<file path="config.mk">
export PLATFORM = sky130hd
export DESIGN_NAME = pipeline_hazard_ctrl
export DESIGN_NICKNAME = d
export VERILOG_FILES = /design/src/rtl/pipe_ctrl_pkg.sv /design/src/rtl/load_use_detect.sv /design/src/rtl/pipeline_hazard_ctrl.sv
export SDC_FILE = /design/constraint.sdc
export NUM_CORES = 1
export LEC_CHECK = 0
export ABC_AREA = 1
export CORE_UTILIZATION = 45
export DETAILED_ROUTE_END_ITERATION = 10
export DONT_BUFFER_PORTS = 1
export GPL_ROUTABILITY_DRIVEN = 0
export PLACE_DENSITY = 0.61
export SYNTH_ARGS = -nofsm -noshare
export SYNTH_HDL_FRONTEND = slang
export SYNTH_HIERARCHICAL = 1
export SYNTH_SLANG_ARGS = --single-unit
</file>
<file path="constraint.sdc">
create_clock -name clk -period 1.9 [get_ports clk]
set_clock_uncertainty 0.15 [all_clocks]
set_input_delay 0.19 -clock clk [delete_from_list [all_inputs] [get_ports clk]]
set_output_delay 0.19 -clock clk [all_outputs]
set_load 0.02 [all_outputs]
</file>
<file path="src/rtl/pipe_ctrl_pkg.sv">
// Shared types and constants for the pipeline hazard controller.
//   state_e  : sequencer states (normal run, load-use bubble, interrupt pending/taken)
//   PCSEL_*  : encodings of the PC mux select driven by the controller
package pipe_ctrl_pkg;

   typedef enum logic [1:0] {
      RUN      = 2'd0,
      LU_STALL = 2'd1,
      IRQ_PEND = 2'd2,
      IRQ_TAKE = 2'd3
   } state_e;

   localparam logic [1:0] PCSEL_PC4 = 2'b00;
   localparam logic [1:0] PCSEL_BR  = 2'b01;
   localparam logic [1:0] PCSEL_JMP = 2'b10;
   localparam logic [1:0] PCSEL_IRQ = 2'b11;

endpackage

</file>
<file path="src/rtl/load_use_detect.sv">
// Load-use hazard detector (purely combinational).
//   id_rs_i, id_rt_i : source registers of the instruction in ID
//   id_uses_rt_i     : ID instruction actually reads Rt
//   ex_mem_read_i    : instruction in EX is a load
//   ex_rt_i          : destination register of that load
//   lu_o             : ID consumes a value the load has not produced yet
module load_use_detect (
   input  logic [4:0] id_rs_i,
   input  logic [4:0] id_rt_i,
   input  logic       id_uses_rt_i,
   input  logic       ex_mem_read_i,
   input  logic [4:0] ex_rt_i,
   output logic       lu_o
);

   // r0 is hard-wired to zero, so a load into it never creates a dependency.
   always_comb begin
      lu_o = ex_mem_read_i && (ex_rt_i != 5'd0) &&
             ((ex_rt_i == id_rs_i) || (id_uses_rt_i && (ex_rt_i == id_rt_i)));
   end

endmodule

</file>
<file path="src/rtl/pipeline_hazard_ctrl.sv">
// Central stall/flush/PC-select sequencer for the 5-stage pipeline.
//   clk, reset_b              : clock, asynchronous active-low reset
//   ID_Rs/ID_Rt/ID_UsesRt     : operands of the instruction in ID
//   ID_Jump                   : ID holds j/jal/jr
//   ID_EX_MemRead/ID_EX_Rt    : load in EX and its destination
//   PCSrcB                    : branch taken (resolved in EX)
//   MemBusy                   : data memory not ready, freeze pipeline
//   IrqReq/IrqEn              : level interrupt request / global enable
//   StatClr                   : synchronous clear of StallCycles
//   PCWrite/IF_ID_Write       : PC and IF/ID enables
//   IF_ID_Flush/ID_EX_Flush   : turn IF/ID into nop / ID/EX into bubble
//   PipeHold                  : hold ID/EX and EX/MEM
//   PCSel                     : PC mux select (PCSEL_*)
//   IrqAck/EpcWrite           : one-cycle pulses when an interrupt is taken
//   StallCycles               : saturating count of cycles with PCWrite=0
module pipeline_hazard_ctrl
   import pipe_ctrl_pkg::*;
#(
   parameter int unsigned CNT_W   = 16,
   parameter int unsigned IRQ_GAP = 4
) (
   input  logic             clk,
   input  logic             reset_b,
   input  logic [4:0]       ID_Rs,
   input  logic [4:0]       ID_Rt,
   input  logic             ID_UsesRt,
   input  logic             ID_Jump,
   input  logic             ID_EX_MemRead,
   input  logic [4:0]       ID_EX_Rt,
   input  logic             PCSrcB,
   input  logic             MemBusy,
   input  logic             IrqReq,
   input  logic             IrqEn,
   input  logic             StatClr,
   output logic             PCWrite,
   output logic             IF_ID_Write,
   output logic             IF_ID_Flush,
   output logic             ID_EX_Flush,
   output logic             PipeHold,
   output logic [1:0]       PCSel,
   output logic             IrqAck,
   output logic             EpcWrite,
   output logic [CNT_W-1:0] StallCycles
);

   localparam int unsigned GAP_W = $clog2(IRQ_GAP + 1);

   state_e           state_q, state_d;
   logic             run_en_q;
   logic [GAP_W-1:0] gap_q, gap_d;
   logic [CNT_W-1:0] stall_q, stall_d;
   logic             lu;
   logic             lu_eff;
   logic             take_fire;

   load_use_detect u_lu (
      .id_rs_i       (ID_Rs),
      .id_rt_i       (ID_Rt),
      .id_uses_rt_i  (ID_UsesRt),
      .ex_mem_read_i (ID_EX_MemRead),
      .ex_rt_i       (ID_EX_Rt),
      .lu_o          (lu)
   );

   // The load that caused a bubble is still visible for one more cycle;
   // ignoring it in LU_STALL keeps the stall to exactly one bubble.
   assign lu_eff = lu && (state_q != LU_STALL);

   // An interrupt is only committed when neither memory nor a branch preempts it.
   assign take_fire = run_en_q && !MemBusy && !PCSrcB && (state_q == IRQ_TAKE);

   always_comb begin
      state_d     = state_q;
      PCWrite     = 1'b1;
      IF_ID_Write = 1'b1;
      IF_ID_Flush = 1'b0;
      ID_EX_Flush = 1'b0;
      PipeHold    = 1'b0;
      PCSel       = PCSEL_PC4;
      IrqAck      = 1'b0;
      EpcWrite    = 1'b0;

      if (!run_en_q) begin
         PCWrite     = 1'b0;
         IF_ID_Write = 1'b0;
      end else if (MemBusy) begin
         PCWrite     = 1'b0;
         IF_ID_Write = 1'b0;
         PipeHold    = 1'b1;
      end else begin
         if (PCSrcB) begin
            PCSel       = PCSEL_BR;
            IF_ID_Flush = 1'b1;
            ID_EX_Flush = 1'b1;
         end else if (state_q == IRQ_TAKE) begin
            PCSel       = PCSEL_IRQ;
            IF_ID_Flush = 1'b1;
            ID_EX_Flush = 1'b1;
            IrqAck      = 1'b1;
            EpcWrite    = 1'b1;
         end else if (lu_eff) begin
            PCWrite     = 1'b0;
            IF_ID_Write = 1'b0;
            ID_EX_Flush = 1'b1;
         end else if (ID_Jump) begin
            PCSel       = PCSEL_JMP;
            IF_ID_Flush = 1'b1;
         end

         case (state_q)
            RUN: begin
               // Accepting a request takes precedence over recording the bubble;
               // any remaining load-use is still stalled while pending.
               if (IrqReq && IrqEn && (gap_q == '0)) begin
                  state_d = IRQ_PEND;
               end else if (lu && !PCSrcB) begin
                  state_d = LU_STALL;
               end
            end
            LU_STALL: state_d = RUN;
            IRQ_PEND: begin
               if (!IrqEn) begin
                  state_d = RUN;
               end else if (!(PCSrcB || lu || ID_Jump)) begin
                  state_d = IRQ_TAKE;
               end
            end
            IRQ_TAKE: state_d = PCSrcB ? IRQ_PEND : RUN;
            default:  state_d = RUN;
         endcase
      end
   end

   always_comb begin
      gap_d = gap_q;
      if (run_en_q && !MemBusy) begin
         if (take_fire) begin
            gap_d = GAP_W'(IRQ_GAP);
         end else if (gap_q != '0) begin
            gap_d = gap_q - 1'b1;
         end
      end
   end

   always_comb begin
      stall_d = stall_q;
      if (StatClr) begin
         stall_d = '0;
      end else if (run_en_q && !PCWrite && !(&stall_q)) begin
         stall_d = stall_q + 1'b1;
      end
   end

   always_ff @(posedge clk or negedge reset_b) begin
      if (!reset_b) begin
         state_q  <= RUN;
         run_en_q <= 1'b0;
         gap_q    <= '0;
         stall_q  <= '0;
      end else begin
         state_q  <= state_d;
         run_en_q <= 1'b1;
         gap_q    <= gap_d;
         stall_q  <= stall_d;
      end
   end

   assign StallCycles = stall_q;

endmodule
</file>
==> results of run 1 <==
[cell type report]
class	count	area, sq um	area share [%]
clock buffers	3	41.3	2.08
inverters	36	139	6.98
well taps	46	57.6	2.89
multi-input cells	203	973	48.9
clock inverters	1	30.0	1.51
repair buffers	24	198	9.94
flip-flops and latches	22	551	27.7
[where the power goes]
part	switching (mW)	total (mW)	internal, mW
registers	0.0419	0.563	0.521
clock network	0.154	0.436	0.282
logic	0.178	0.284	0.106
[placed cells by master, fill, tap and decap left out, types with 2 or more instances in the layout]
cell,count
nor2_1,31
buf_4,21
nand2_2,2
nand2_1,97
clkbuf_8,3
nand3_1,17
dlygate4sd3_1,2
nor2_4,3
o21ai_0,10
inv_1,32
dfrtp_1,22
inv_2,3
o21bai_1,2
ha_1,3
a21oi_2,2
xor2_1,4
nand4_1,16
a21oi_1,6
or2_2,3
[stage by stage]
| stage | worst slack (ns) | cells | util (%) | total power [mW] |
|---|---|---|---|---|
| floorplan | 0.0961 | 266 | - | 0.785 |
| global placement | 0.0707 | 329 | 54.3 | 0.840 |
| detailed placement | 0.0375 | 329 | 54.3 | 0.841 |
| CTS | 0.100 | 335 | 56.9 | 1.30 |
| global route | 0.00659 | 335 | 57.4 | 1.38 |
| finish | 0.118 | 335 | 57.4 | 1.28 |
[tightest hold or removal path: cells and delay by family]
family / cells / cell delay [ns]
AOI/OAI and AO/OA: 1 / 0.08
and+or+nand+nor: 3 / 0.18
[metal layers]
metal / wire length (um) / track usage, %
met1: 1800 / 27.1
met2: 1660 / 32.3
met3: 234 / 4.89
met4: 29 / 4.26
met5: 0 / 0
[flip-flops by register name, indices dropped and copies added (netlist names)]
register	cells
StallCycles	16
gap_q	3
state_q	2
run_en_q	1
[path summary, 6_finish.rpt]
check	start	depth (start not counted)	to	slack, ns
worst max-delay path	StallCycles[0]	10	StallCycles[8]	0.12
worst min-delay path	IrqEn	4	state_q[1]	0.06
worst max register to register	StallCycles[0]	10	StallCycles[8]	0.12
worst min register to register	gap_q[2]	1	gap_q[2]	0.35
max in group asynchronous	reset_b	1	state_q[0]	0.62
min in group asynchronous	reset_b	1	StallCycles[1]	0.38
[kinds of logic (layout without fill, tap and decap cells)]
family / after synthesis / in the layout / share of synthesized area, %
xor gates and xnor gates: 5 / 5 / 2.60
buffers and inverters: 41 / 64 / 10.3
AOI/OAI and AO/OA: 21 / 21 / 6.61
other: 1 / 1 / 0.223
DFF: 22 / 22 / 32.7
and+or+nand+nor: 173 / 173 / 45.4
adders and majority gates: 3 / 3 / 2.23
[what timing repair did]
action	4_1_cts	5_1_grt
resized for setup	0	5
hold buffers	2	0
setup buffers	0	0
setup endpoints to repair	0	4
hold endpoints to repair	38	0
==> run_results.csv, run 1 <==
group,metric,value,unit
die,ios,50,
synth,synth_area,1680,sq um
synth,yosys_most_used_dff,"dfrtp_1",
worst_setup_path,end_kind,"flop",
timing,post-route-period-util,93.8,%
synth,synth_common_cells,"98 x nand2_1, 33 x inv_1, 32 x nor2_1, 22 x dfrtp_1, 17 x nand3_1",
grt,first_global_vias,1468,
timing,relSlewSlack,34.4,%
layout,final_area,1990,sq um
cts,clock_tree.root_cell,"clkbuf_8",
synth,synth_seq_area_share,32.7,%
synth,synthDistinctLibCells,24,
worst_setup_path,worst_setup_path_start_kind,"flop",
worst_setup_path,arrival,1.84,ns
drt,wire_per_inst,11.1,um
power,ir_drop,0.419,mV
synth,synth_top_area_share,32.7,%
synth,synth_top_area_cell,"dfrtp_1",
die,start_util,48.6,%
grt,grt_max_degree,23,
cts,cts.reportedPaths.clkPinSlew,0.08,ns
die,rows,21,
placement,dpl_cell_area,1880,sq um
die,die_x,63.2,um
layout,antenna_cells,0,
worst_setup_path,crit_slowest_cell,"dfrtp_1",
layout,nNetsFinal,318,
drt,wirelength,3730,um
synth,synth_edf_count,0,
grt,grt_use_total,20.0,%
placement,place_hpwl,2910,um
drt,drc,0,
timing,tightest_slew,0.981,ns
synth,netlist_top_cells_area,"dfrtp_1 33%, nand2_1 22%, inv_1 7.4%",
timing,slew_violations,0,
status,status,"completed",
timing,hold-worst-slack,0.0615,ns
synth,syn-instance-count,266,
cts,cts_max_path_buffers,2,
grt,antenna_found_initial,0,
cts,cts_tree,"yes",
cts,h-tree-depth,1,
timing,setup_viol_count_final,0,
grt,grt_pass1_wl,6400,um
worst_setup_path,cp_top_family,"simple AND/OR/NAND/NOR gates",
drt,drtIter0Drc,62,
power,leakagePower,1.06,nW
timing,fmax,0.561,GHz
synth,ys_warn_count,6,
drt,ant_nets,0,
timing,finalCriticalPeriod,1.78,ns
synth,avgSynthCellArea,6.33,sq um
synth,synth_most_common_cell,"nand2_1",
cts,cts.sinks,22,
worst_setup_path,path_buf_inv,2,
cts,clk_latency,0.27,ns
die,die-area,3990,sq um
drt,num_vias,1677,
grt,overflow,0,
worst_setup_path,path_max_fanout,17,
placement,io_buffers,0,
layout,nFillCells,376,
drt,vias_per_cell,5.01,
worst_setup_path,cpPeakStageDelay,0.36,ns
drt,firstDrtPassIters,4,
layout,final_layout_size_suffix_gt1_share,14.5,%
die,die_y,63.2,um
synth,synth_nets,294,
power,p_per_area,645,nW/um^2
run,drv_cap,0,
synth,ys_async_sr_fraction,100,%
timing,rsz0062_at_grt,"false",
timing,finalHoldViolCount,0,
hold_path,min_path_type,"in2reg",
worst_setup_path,worstPathCellList,"ha_1 -> nand3_1 -> inv_2 -> nand2_2 -> nor2_4 -> nor2_4 -> buf_12 -> nor2_8 -> nand2_1 -> nand2_1",
worst_setup_path,worstPathRequired,1.95,ns
cts,cts_buffers,3,
die,coreArea,3470,sq um
layout,syn2layout_area_growth,18.1,%
timing,tns,0,ns
worst_setup_path,worstSetupPathType,"reg2reg",
synth,synth_seq_cells,22,
(Power assumes the default switching activity.)
==> inputs of run 2 (changes only) <==
HOLD_SLACK_MARGIN = 0.02   (was not set)
==> results of run 2 <==
The final DEF is identical to that of run 1; final timing and power are the same.
